**src/rtl/mux2_1_simple.sv**
```systemverilog
// 2:1 selector with a zero-latency combinational output, a registered copy of
// the selected data, a valid flag and a saturating count of select changes.
module mux2_1_simple #(
  parameter int unsigned WIDTH     = 1,
  parameter int unsigned CNT_WIDTH = 8
) (
  input  logic                 clk,
  input  logic                 rst_n,
  input  logic [WIDTH-1:0]     i0,
  input  logic [WIDTH-1:0]     i1,
  input  logic                 sel,
  output logic [WIDTH-1:0]     out,
  output logic [WIDTH-1:0]     out_q,
  output logic                 out_valid,
  output logic [CNT_WIDTH-1:0] sel_changes
);

  logic [WIDTH-1:0]     data_q;
  logic [WIDTH-1:0]     data_d;
  logic                 valid_q;
  logic                 sel_q;
  logic [CNT_WIDTH-1:0] cnt_q;
  logic [CNT_WIDTH-1:0] cnt_d;
  logic                 sel_edge;
  logic                 cnt_sat;

  // Combinational select; an X/Z select merges bitwise so equal bits pass through.
  always_comb begin
    out = sel ? i1 : i0;
  end

  // Next-state for the registered data and the saturating change counter.
  always_comb begin
    data_d   = sel ? i1 : i0;
    // Only count once a post-reset sample of sel exists in sel_q.
    sel_edge = valid_q && (sel != sel_q);
    cnt_sat  = (cnt_q == {CNT_WIDTH{1'b1}});
    cnt_d    = cnt_q;
    if (sel_edge && !cnt_sat) begin
      cnt_d = cnt_q + {{(CNT_WIDTH-1){1'b0}}, 1'b1};
    end
  end

  // State registers; reset clears everything immediately, independent of clk.
  always_ff @(posedge clk or negedge rst_n) begin
    if (!rst_n) begin
      data_q  <= '0;
      valid_q <= 1'b0;
      sel_q   <= 1'b0;
      cnt_q   <= '0;
    end else begin
      data_q  <= data_d;
      valid_q <= 1'b1;
      sel_q   <= sel;
      cnt_q   <= cnt_d;
    end
  end

  // Registered outputs.
  always_comb begin
    out_q       = data_q;
    out_valid   = valid_q;
    sel_changes = cnt_q;
  end

endmodule

```
**config.mk**
```make
export PLATFORM = sky130hd
export DESIGN_NAME = mux2_1_simple
export DESIGN_NICKNAME = d
export VERILOG_FILES = /design/src/rtl/mux2_1_simple.sv
export SDC_FILE = /design/constraint.sdc
export NUM_CORES = 1
export LEC_CHECK = 0
export BUFFER_PORTS_ARGS = -buffer_cell sky130_fd_sc_hd__buf_2
export CORE_AREA = 2 2 39 41
export CTS_BUF_LIST = sky130_fd_sc_hd__clkbuf_4
export DETAILED_ROUTE_END_ITERATION = 16
export DIE_AREA = 0 0 41 43
export GPL_TIMING_DRIVEN = 0
export HOLD_SLACK_MARGIN = 0.03
export PLACE_DENSITY = 0.62
export SLEW_MARGIN = 20
export SYNTH_ARGS = -nofsm -noshare
export SYNTH_HDL_FRONTEND = slang
export SYNTH_SLANG_ARGS = --single-unit
```
**constraint.sdc**
```tcl
create_clock -name clk -period 1.45 [get_ports clk]
set_input_delay 0.2175 -clock clk [delete_from_list [all_inputs] [get_ports clk]]
set_output_delay 0.2175 -clock clk [all_outputs]
set_load 0.05 [all_outputs]
```
* Word level (Yosys, flattened, before mapping)
Cells that the tools add are included.
W data, S select, Z words.
** Storage, ports and cells
- Bits in latches :: 0
- Flip-flop bits (word level) :: 11
- Memory bits (read-only) :: 0
- RAM bits :: 0
- Bits of input ports :: 5
- Memories :: 0
** Cells by class
- Reductions and logical operators :: 3
- Equal/unequal tests :: 2
- Add/sub/neg operators :: 1
- Div/mod/pow operators :: 0
- Multiplexer cells :: 1
- $mul :: 0
- Shifts and indexed selects :: 0
- Bitwise operators :: 0
- Magnitude comparators :: 0
** Operator list (number)
- $add A8 B1 Y8 const B :: 1
- $eq A8 B8 Y1 const B :: 1
- $logic_and A1 B1 Y1 :: 2
- $logic_not A1 Y1 :: 1
- $mux W1 :: 1
- $ne A1 B1 Y1 :: 1

* Depth between registers and ports, before layout
Gate-level depths: netlist of the first run.
- Depth after elaboration :: 3
- Depth in mapped cells :: 4

* Worst setup path after synthesis of the first run
No wires, ideal clock.
- Path type :: register to register
- From :: register cnt_q[3], in the netlist sel_changes[3]
- To :: register cnt_q[1], in the netlist sel_changes[1]
- Required time :: 1.325 ns
- Cell stages (with the launch flop) :: 5
- Path slack :: -0.253 ns
- Arrival time :: 1.577 ns
- Period minus slack after synthesis :: 1.703 ns
- Library setup time :: 0.125 ns
- Cell sequence :: dfrtp_1 and3_2 nand3_2 o21ai_2 mux2_4
** On the way
- Cells in the longest elaborated chain, start to end :: 3
** RTL lines
- start, declared :: RTL line 22 : logic [CNT_WIDTH-1:0] cnt_q;
- start signal, assigned :: RTL line 55 : cnt_q <= cnt_d;
- $eq A8 B8 Y1 :: RTL line 37 : cnt_sat = (cnt_q == {CNT_WIDTH{1'b1}});
- $logic_not A1 Y1 :: RTL line 39 : if (sel_edge && !cnt_sat) begin
- $logic_and A1 B1 Y1 :: RTL line 39
No other way between the ends.
A chain may end at the register's enable or synchronous reset.

* Worst setup path after layout of the first run
- From :: register cnt_q[0], in the netlist sel_changes[0]
- To :: register cnt_q[6], in the netlist sel_changes[6]
** On the way
- Cells in the longest elaborated chain, start to end :: 3
- Elaborated cells between the ends (all ways) :: 4
** RTL lines
- parallel branches: the longest is 3 deep, another holds $add A8 B1 Y8
Parallel ways; which one is timed is not known.

==> results of run 1 <==
## synthesized netlist by cell type, types with 2 or more instances
cell type	count
nand2_1	3
nand4_1	3
mux2_2	3
xnor2_1	3
mux2_4	2
dfrtp_1	11
nand3_2	2
## cell usage in the layout, fill, tap and decap left out, drive strengths merged
| cell | netlist | layout |
|---|---|---|
| clkbuf | 0 | 4 |
| and4 | 1 | 1 |
| ha | 1 | 1 |
| xor2 | 1 | 1 |
| xnor2 | 3 | 3 |
| o21ai | 2 | 2 |
| conb | 1 | 1 |
| dlygate4sd3 | 0 | 1 |
| o21bai | 1 | 1 |
| nand2 | 3 | 3 |
| a31oi | 1 | 1 |
| buf | 0 | 15 |
| nand4 | 3 | 3 |
| mux2 | 5 | 5 |
| nand3 | 2 | 2 |
| nand2b | 1 | 1 |
| dfrtp | 11 | 11 |
| and3 | 1 | 1 |
| a21oi | 1 | 1 |
| and2 | 2 | 2 |
## area by class of cell
| class | instances | area (µm²) | share of cell area (%) |
|---|---|---|---|
| multi-input combinational | 29 | 262 | 38.5 |
| clock buffer | 4 | 30.0 | 4.42 |
| tap | 16 | 20.0 | 2.95 |
| timing repair buffer | 16 | 85.1 | 12.5 |
| sequential | 11 | 283 | 41.6 |
## final timing paths
| path | startpoint | to | depth (start not counted) |
|---|---|---|---|
| max | sel_changes[0]$_DFFE_PN0P_ | sel_changes[6]$_DFFE_PN0P_ | 4 |
| min | sel | sel_q$_DFF_PN0_ | 1 |
| max reg2reg | sel_changes[0]$_DFFE_PN0P_ | sel_changes[6]$_DFFE_PN0P_ | 4 |
| min reg2reg | sel_changes[4]$_DFFE_PN0P_ | sel_changes[4]$_DFFE_PN0P_ | 1 |
| max in group asynchronous | rst_n | sel_changes[0]$_DFFE_PN0P_ | 2 |
| min in group asynchronous | rst_n | sel_changes[3]$_DFFE_PN0P_ | 2 |
## stage by stage
stage,hold WS (ns),instance area [µm²],instances
6_report,0.110,679,76
5_1_grt,0.106,679,76
4_1_cts,0.107,679,76
3_5_place_dp,0.102,639,71
3_3_place_gp,0.0996,639,71
2_1_floorplan,-0.0781,544,40
## critical path, stage by stage, from the launching register on
cell     delay (ns)
dfrtp_2        0.43
ha_1           0.23
and2_1         0.20
nand3_2        0.09
mux2_4         0.30
## state kept, by name, summed over array words and instances (netlist names)
register and flops:
sel_q 1, out_valid 1, sel_changes 8, out_q 1
## power breakdown
| group | internal (mW) | switching, mW |
|---|---|---|
| registers | 0.408 | 0.0891 |
| clock network | 0.125 | 0.103 |
| logic | 0.178 | 0.434 |
## cell families (layout without fill, tap and decap cells)
group | count (synthesis) | after routing | synth area share [%]
multiplexers | 5 | 5 | 12.3
buffers and inverters | 0 | 20 | 0
AND/OR/NAND/NOR | 13 | 13 | 16.9
flip-flops | 11 | 11 | 53.1
other | 1 | 1 | 0.724
AO/OA/AOI/OAI | 5 | 5 | 6.28
XOR/XNOR | 4 | 4 | 8.21
adder cells (fa/ha/maj) | 1 | 1 | 2.42
## per-layer routing
metal | vias up | part of all wire, % | GRT usage, %
li1 | 182 | - | -
met4 | 0 | 3.7 | 12.0
met1 | 176 | 44 | 17.8
met3 | 4 | 6.1 | 3.14
met5 | - | 0 | 0
met2 | 13 | 46 | 18.8
==> results.py, run 1 <==
metrics = {
    "sta": {
        "setup-tns-final_ns": 0,
        "hold_violations": 0,
        "min_period_ns": 1.35,
        "setup_violations": 0,
        "slew_viol_final": 0,
        "finClkSkew_ns": 0.00102,
        "rsz0062_at_grt": "false",
        "max_freq_ghz": 0.738,
        "fin_ws_ns": 0.0952,
        "fin_crit_sh_pct": 93.4,
    },
    "global_routing": {
        "grt_pass1_vias": 371,
        "grt_max_degree": 12,
        "grt_pass1_wl_mm": 1.59,
        "grt_use_total_pct": 13.9,
        "overflow": 0,
        "grt_antenna_before_repair": 0,
    },
    "clock_tree": {
        "clock-sinks": 11,
        "htree_levels": 1,
        "cts-root-buf": "clkbuf_4",
        "cts_setup_buffers": 0,
        "clkLatencyLatePin_ns": 0.27,
        "cts_hold_buf": 1,
        "clk_transition_reported_paths_ns": 0.07,
        "cts.path.max_buffers": 2,
        "cts_tree": "yes",
        "cts-resized-gates": 0,
        "numCtsBuffers": 3,
    },
    "finish": {
        "antenna_cells": 0,
        "nets": 67,
        "drive_gt1_share_pct": 60.0,
        "final_util_pct": 49.1,
        "fill_cells": 127,
        "area_delta_synth_final_pct": 31.2,
    },
    "synth": {
        "yosys_register_bits": 11,
        "netlist_area_um2": 518,
        "ys_warn_count": 0,
        "yosysTopAreaCellShare_pct": 53.1,
        "syn-mean-instance-area_um2": 12.9,
        "synth.largest_area_cell": "dfrtp_1",
        "async_flop_share_pct": 100,
        "synth-edff-count": 0,
        "synth-seq-area-share_pct": 53.1,
        "synth_top_flop_cell": "dfrtp_1",
        "synth_nets": 46,
        "postSynthCellCount": 40,
        "synth.area.top_cells": "dfrtp_1, mux2_2, mux2_4, xnor2_1, nand3_2",
        "synth.distinct_cells": 20,
    },
    "floorplan": {
        "rows": 14,
        "fp.dieArea_mm2": 0.00176,
        "ios": 16,
        "start_util_pct": 37.4,
        "core_area_mm2": 0.00138,
        "die_w_um": 41,
        "die_h_um": 43,
    },
    "placement": {
        "gp_congestion": 0.734,
        "post-place-ws_ns": 0.0969,
        "io_buffers": 15,
        "dp_hpwl_um": 680,
    },
    "worst_hold_path": {
        "worstHoldPathType": "input pin to register",
    },
    "critical_path": {
        "worstSetupPathType": "register to register",
        "cp_max_fo": 4,
        "required_ns": 1.61,
        "cp-end-kind": "register",
        "worst-r2r-setup-slack_ns": 0.1,
        "startpoint_type": "register",
        "crit_arrival_ns": 1.51,
    },
    "run_status": {
        "status": "finished, final reports clean",
    },
    "routing": {
        "post_drt_wl_per_cell_um": 11.8,
        "drt_iter0_drc": 1,
        "antenna_left": 0,
        "drt_pass1_iterations": 4,
        "vias_per_cell": 4.93,
        "drc": 0,
        "vias": 375,
        "wl_um": 895,
    },
    "power_and_ir_drop": {
        "power.density_mw_per_mm2": 1970,
        "totalPowerFinal_mw": 1.34,
        "leakagePower_nw": 0.301,
        "vdd_drop_max_v": 0.000923,
    },
    "job": {
        "maxCapViolCount": 0,
    },
}
Note: power is estimated with default switching activity, not from simulation.
==> run 2: changes to the inputs <==
Settings changed: ABC_AREA from default to 1, PLACE_DENSITY 0.62 to 0.68.
==> run 2 against run 1 <==
Via count grew 31%; sequential cell count is the same; final cell count grew 47%; combinational power shrank 21%; count of clock-buffer cells in the layout is the same; die area is the same; power shrank 13%; clock power shrank 3%; clock skew grew 0.0034 ns; register-to-register slack gained 0.08 ns; worst setup slack gained 0.083 ns; sequential power shrank 8.0%; critical path type unchanged; critical endpoint is now sel_changes[0]$_DFFE_PN0P_; highest routed layer unchanged.
==> results.py, run 2 <==
metrics = {
    "global_routing": {
        "grt_max_degree": 12,
        "grt_pass1_wl_mm": 1.52,
        "grt_antenna_before_repair": 0,
        "grt_pass1_vias": 399,
        "overflow": 0,
        "grt_use_total_pct": 13.0,
    },
    "synth": {
        "postSynthCellCount": 76,
        "synth-seq-area-share_pct": 47.2,
        "yosys-top-cells-count": "nand2_1, dfrtp_1, nor2_1",
        "synth.area.top_cells": "dfrtp_1, nand2_1, nor2_1, inv_1, nand3_1",
        "synth_top_flop_cell": "dfrtp_1",
        "yosysTopAreaCellShare_pct": 47.2,
        "netlist_area_um2": 583,
        "synth-edff-count": 0,
        "synth.distinct_cells": 16,
        "yosys_register_bits": 11,
        "syn-mean-instance-area_um2": 7.67,
        "synth.most_common_cell": "nand2_1",
        "async_flop_share_pct": 100,
        "synth_nets": 82,
        "ys_warn_count": 0,
        "synth.largest_area_cell": "dfrtp_1",
    },
    "power_and_ir_drop": {
        "leakagePower_nw": 0.374,
        "power.density_mw_per_mm2": 1610,
        "vdd_drop_max_v": 0.000944,
    },
    "job": {
        "maxCapViolCount": 0,
    },
    "floorplan": {
        "die_w_um": 41,
        "start_util_pct": 42.1,
        "fp.dieArea_mm2": 0.00176,
        "core_area_mm2": 0.00138,
        "die_h_um": 43,
        "rows": 14,
        "ios": 16,
    },
    "clock_tree": {
        "cts.path.max_buffers": 2,
        "clkLatencyLatePin_ns": 0.26,
        "cts-root-buf": "clkbuf_4",
        "htree_levels": 1,
        "cts_setup_buffers": 0,
        "numCtsBuffers": 3,
        "cts_tree": "yes",
        "clk_transition_reported_paths_ns": 0.07,
        "clock-sinks": 11,
        "cts-resized-gates": 0,
    },
    "placement": {
        "io_buffers": 15,
        "dp.cells": 107,
        "placed_cell_area_um2": 681,
        "gp_congestion": 0.724,
        "post-place-ws_ns": 0.182,
        "dp_hpwl_um": 726,
    },
    "finish": {
        "drive_gt1_share_pct": 29.2,
        "finalInstanceArea_um2": 721,
        "area_delta_synth_final_pct": 23.6,
        "largest_reg_flops": 8,
        "instances_no_fill": 112,
        "nets": 103,
        "final_common_cell": "nand2_1",
        "antenna_cells": 0,
        "layout_common_cells": "nand2_1, buf_2, dfrtp_1, nor2_1, inv_1",
    },
    "routing": {
        "vias_per_cell": 4.40,
        "drc": 0,
        "wl_um": 984,
        "post_drt_wl_per_cell_um": 8.79,
        "drt_iter0_drc": 4,
        "vias": 493,
        "drt_pass1_iterations": 2,
        "antenna_left": 0,
    },
    "sta": {
        "min_period_ns": 1.27,
        "max_freq_ghz": 0.787,
        "slew_viol_final": 0,
        "hold_ws_ns": 0.103,
        "fin_crit_sh_pct": 87.7,
        "finClkSkew_ns": 0.00444,
        "hold_violations": 0,
        "setup_violations": 0,
        "fin_ws_ns": 0.179,
        "setup-tns-final_ns": 0,
        "rsz0062_at_grt": "false",
    },
    "critical_path": {
        "cp-end-kind": "register",
        "required_ns": 1.60,
        "worst-r2r-setup-slack_ns": 0.18,
        "worstSetupPathType": "register to register",
        "startpoint_type": "register",
        "crit_arrival_ns": 1.42,
        "cp_max_fo": 9,
    },
    "worst_hold_path": {
        "worstHoldPathType": "input pin to register",
    },
    "run_status": {
        "status": "finished, final reports clean",
    },
}
[run 2: changes by cell type after synthesis, sizes merged, moves of 2 or more]
cell   previous run  this run
nand2             3        37
nor2              0         9
inv               0         7
mux2              5         1
nand4             3         0
and2              2         0
nand3             2         4
xnor2             3         1
[run 2: cell type report]
| cell class | count | area, µm² |
|---|---|---|
| fillers | 153 | 663 |
| multi-input cells | 58 | 279 |
| flip-flops and latches | 11 | 278 |
| repair buffers | 16 | 85.1 |
| clock buffers | 4 | 30.0 |
| inverters | 7 | 28.8 |
| well taps | 16 | 20.0 |
[run 2: path summary, 6_finish.rpt]
path,from,to,cells past startpoint
max reg2reg,sel_changes[1]$_DFFE_PN0P_,sel_changes[0]$_DFFE_PN0P_,8
min,sel,sel_q$_DFF_PN0_,1
max,sel_changes[1]$_DFFE_PN0P_,sel_changes[0]$_DFFE_PN0P_,8
min in group asynchronous,rst_n,sel_changes[7]$_DFFE_PN0P_,2
max in group asynchronous,rst_n,sel_changes[0]$_DFFE_PN0P_,2
min reg2reg,sel_changes[1]$_DFFE_PN0P_,sel_changes[1]$_DFFE_PN0P_,2
[run 2: worst max-delay path, cell delays in order, from the launching register on]
cell     delay (ns)
dfrtp_2        0.39
ha_1           0.20
nand2_2        0.09
nor2_4         0.11
nand2_2        0.07
nand2_4        0.12
inv_4          0.06
nand2_1        0.05
nand2_1        0.05
[run 2: layer usage]
metal,global-route usage (%),routed length (µm),up-vias
li1,-,-,269
met4,10.0,10,0
met2,18.1,452,8
met3,1.57,31,2
met5,0,0,-
met1,17.4,489,214
[run 2: timing repair]
| action | in CTS | in global routing |
|---|---|---|
| hold endpoints to repair | 11 | 0 |
| endpoints found under the setup margin | 0 | 0 |
| hold buffers | 1 | 0 |
[run 2: logic make-up (layout without fill, tap and decap cells)]
kind of cell	count (synthesis)	count (layout)	share of synthesized area, %
xor+xnor	3	3	4.51
fa+ha+maj	1	1	2.15
buf+inv	7	27	4.94
mux	1	1	1.93
compound gates	2	2	1.72
flops	11	11	47.2
simple gates	50	50	36.9
other cells	1	1	0.643
[run 2: metrics by stage]
step / power (mW) / utilization [%]
floorplan: 0.835 / -
global placement: 0.938 / 49.2
detailed placement: 0.943 / 49.2
CTS: 1.17 / 52.1
global route: 1.23 / 52.1
finish: 1.16 / 52.1
[run 2: power by group]
| group | switching, mW | total [mW] | leakage [nW] | internal (mW) |
|---|---|---|---|---|
| sequential | 0.0828 | 0.457 | 0.134 | 0.374 |
| clock | 0.0972 | 0.222 | 0.0184 | 0.125 |
| combinational | 0.357 | 0.482 | 0.222 | 0.125 |
| total | 0.537 | 1.16 | 0.374 | 0.624 |
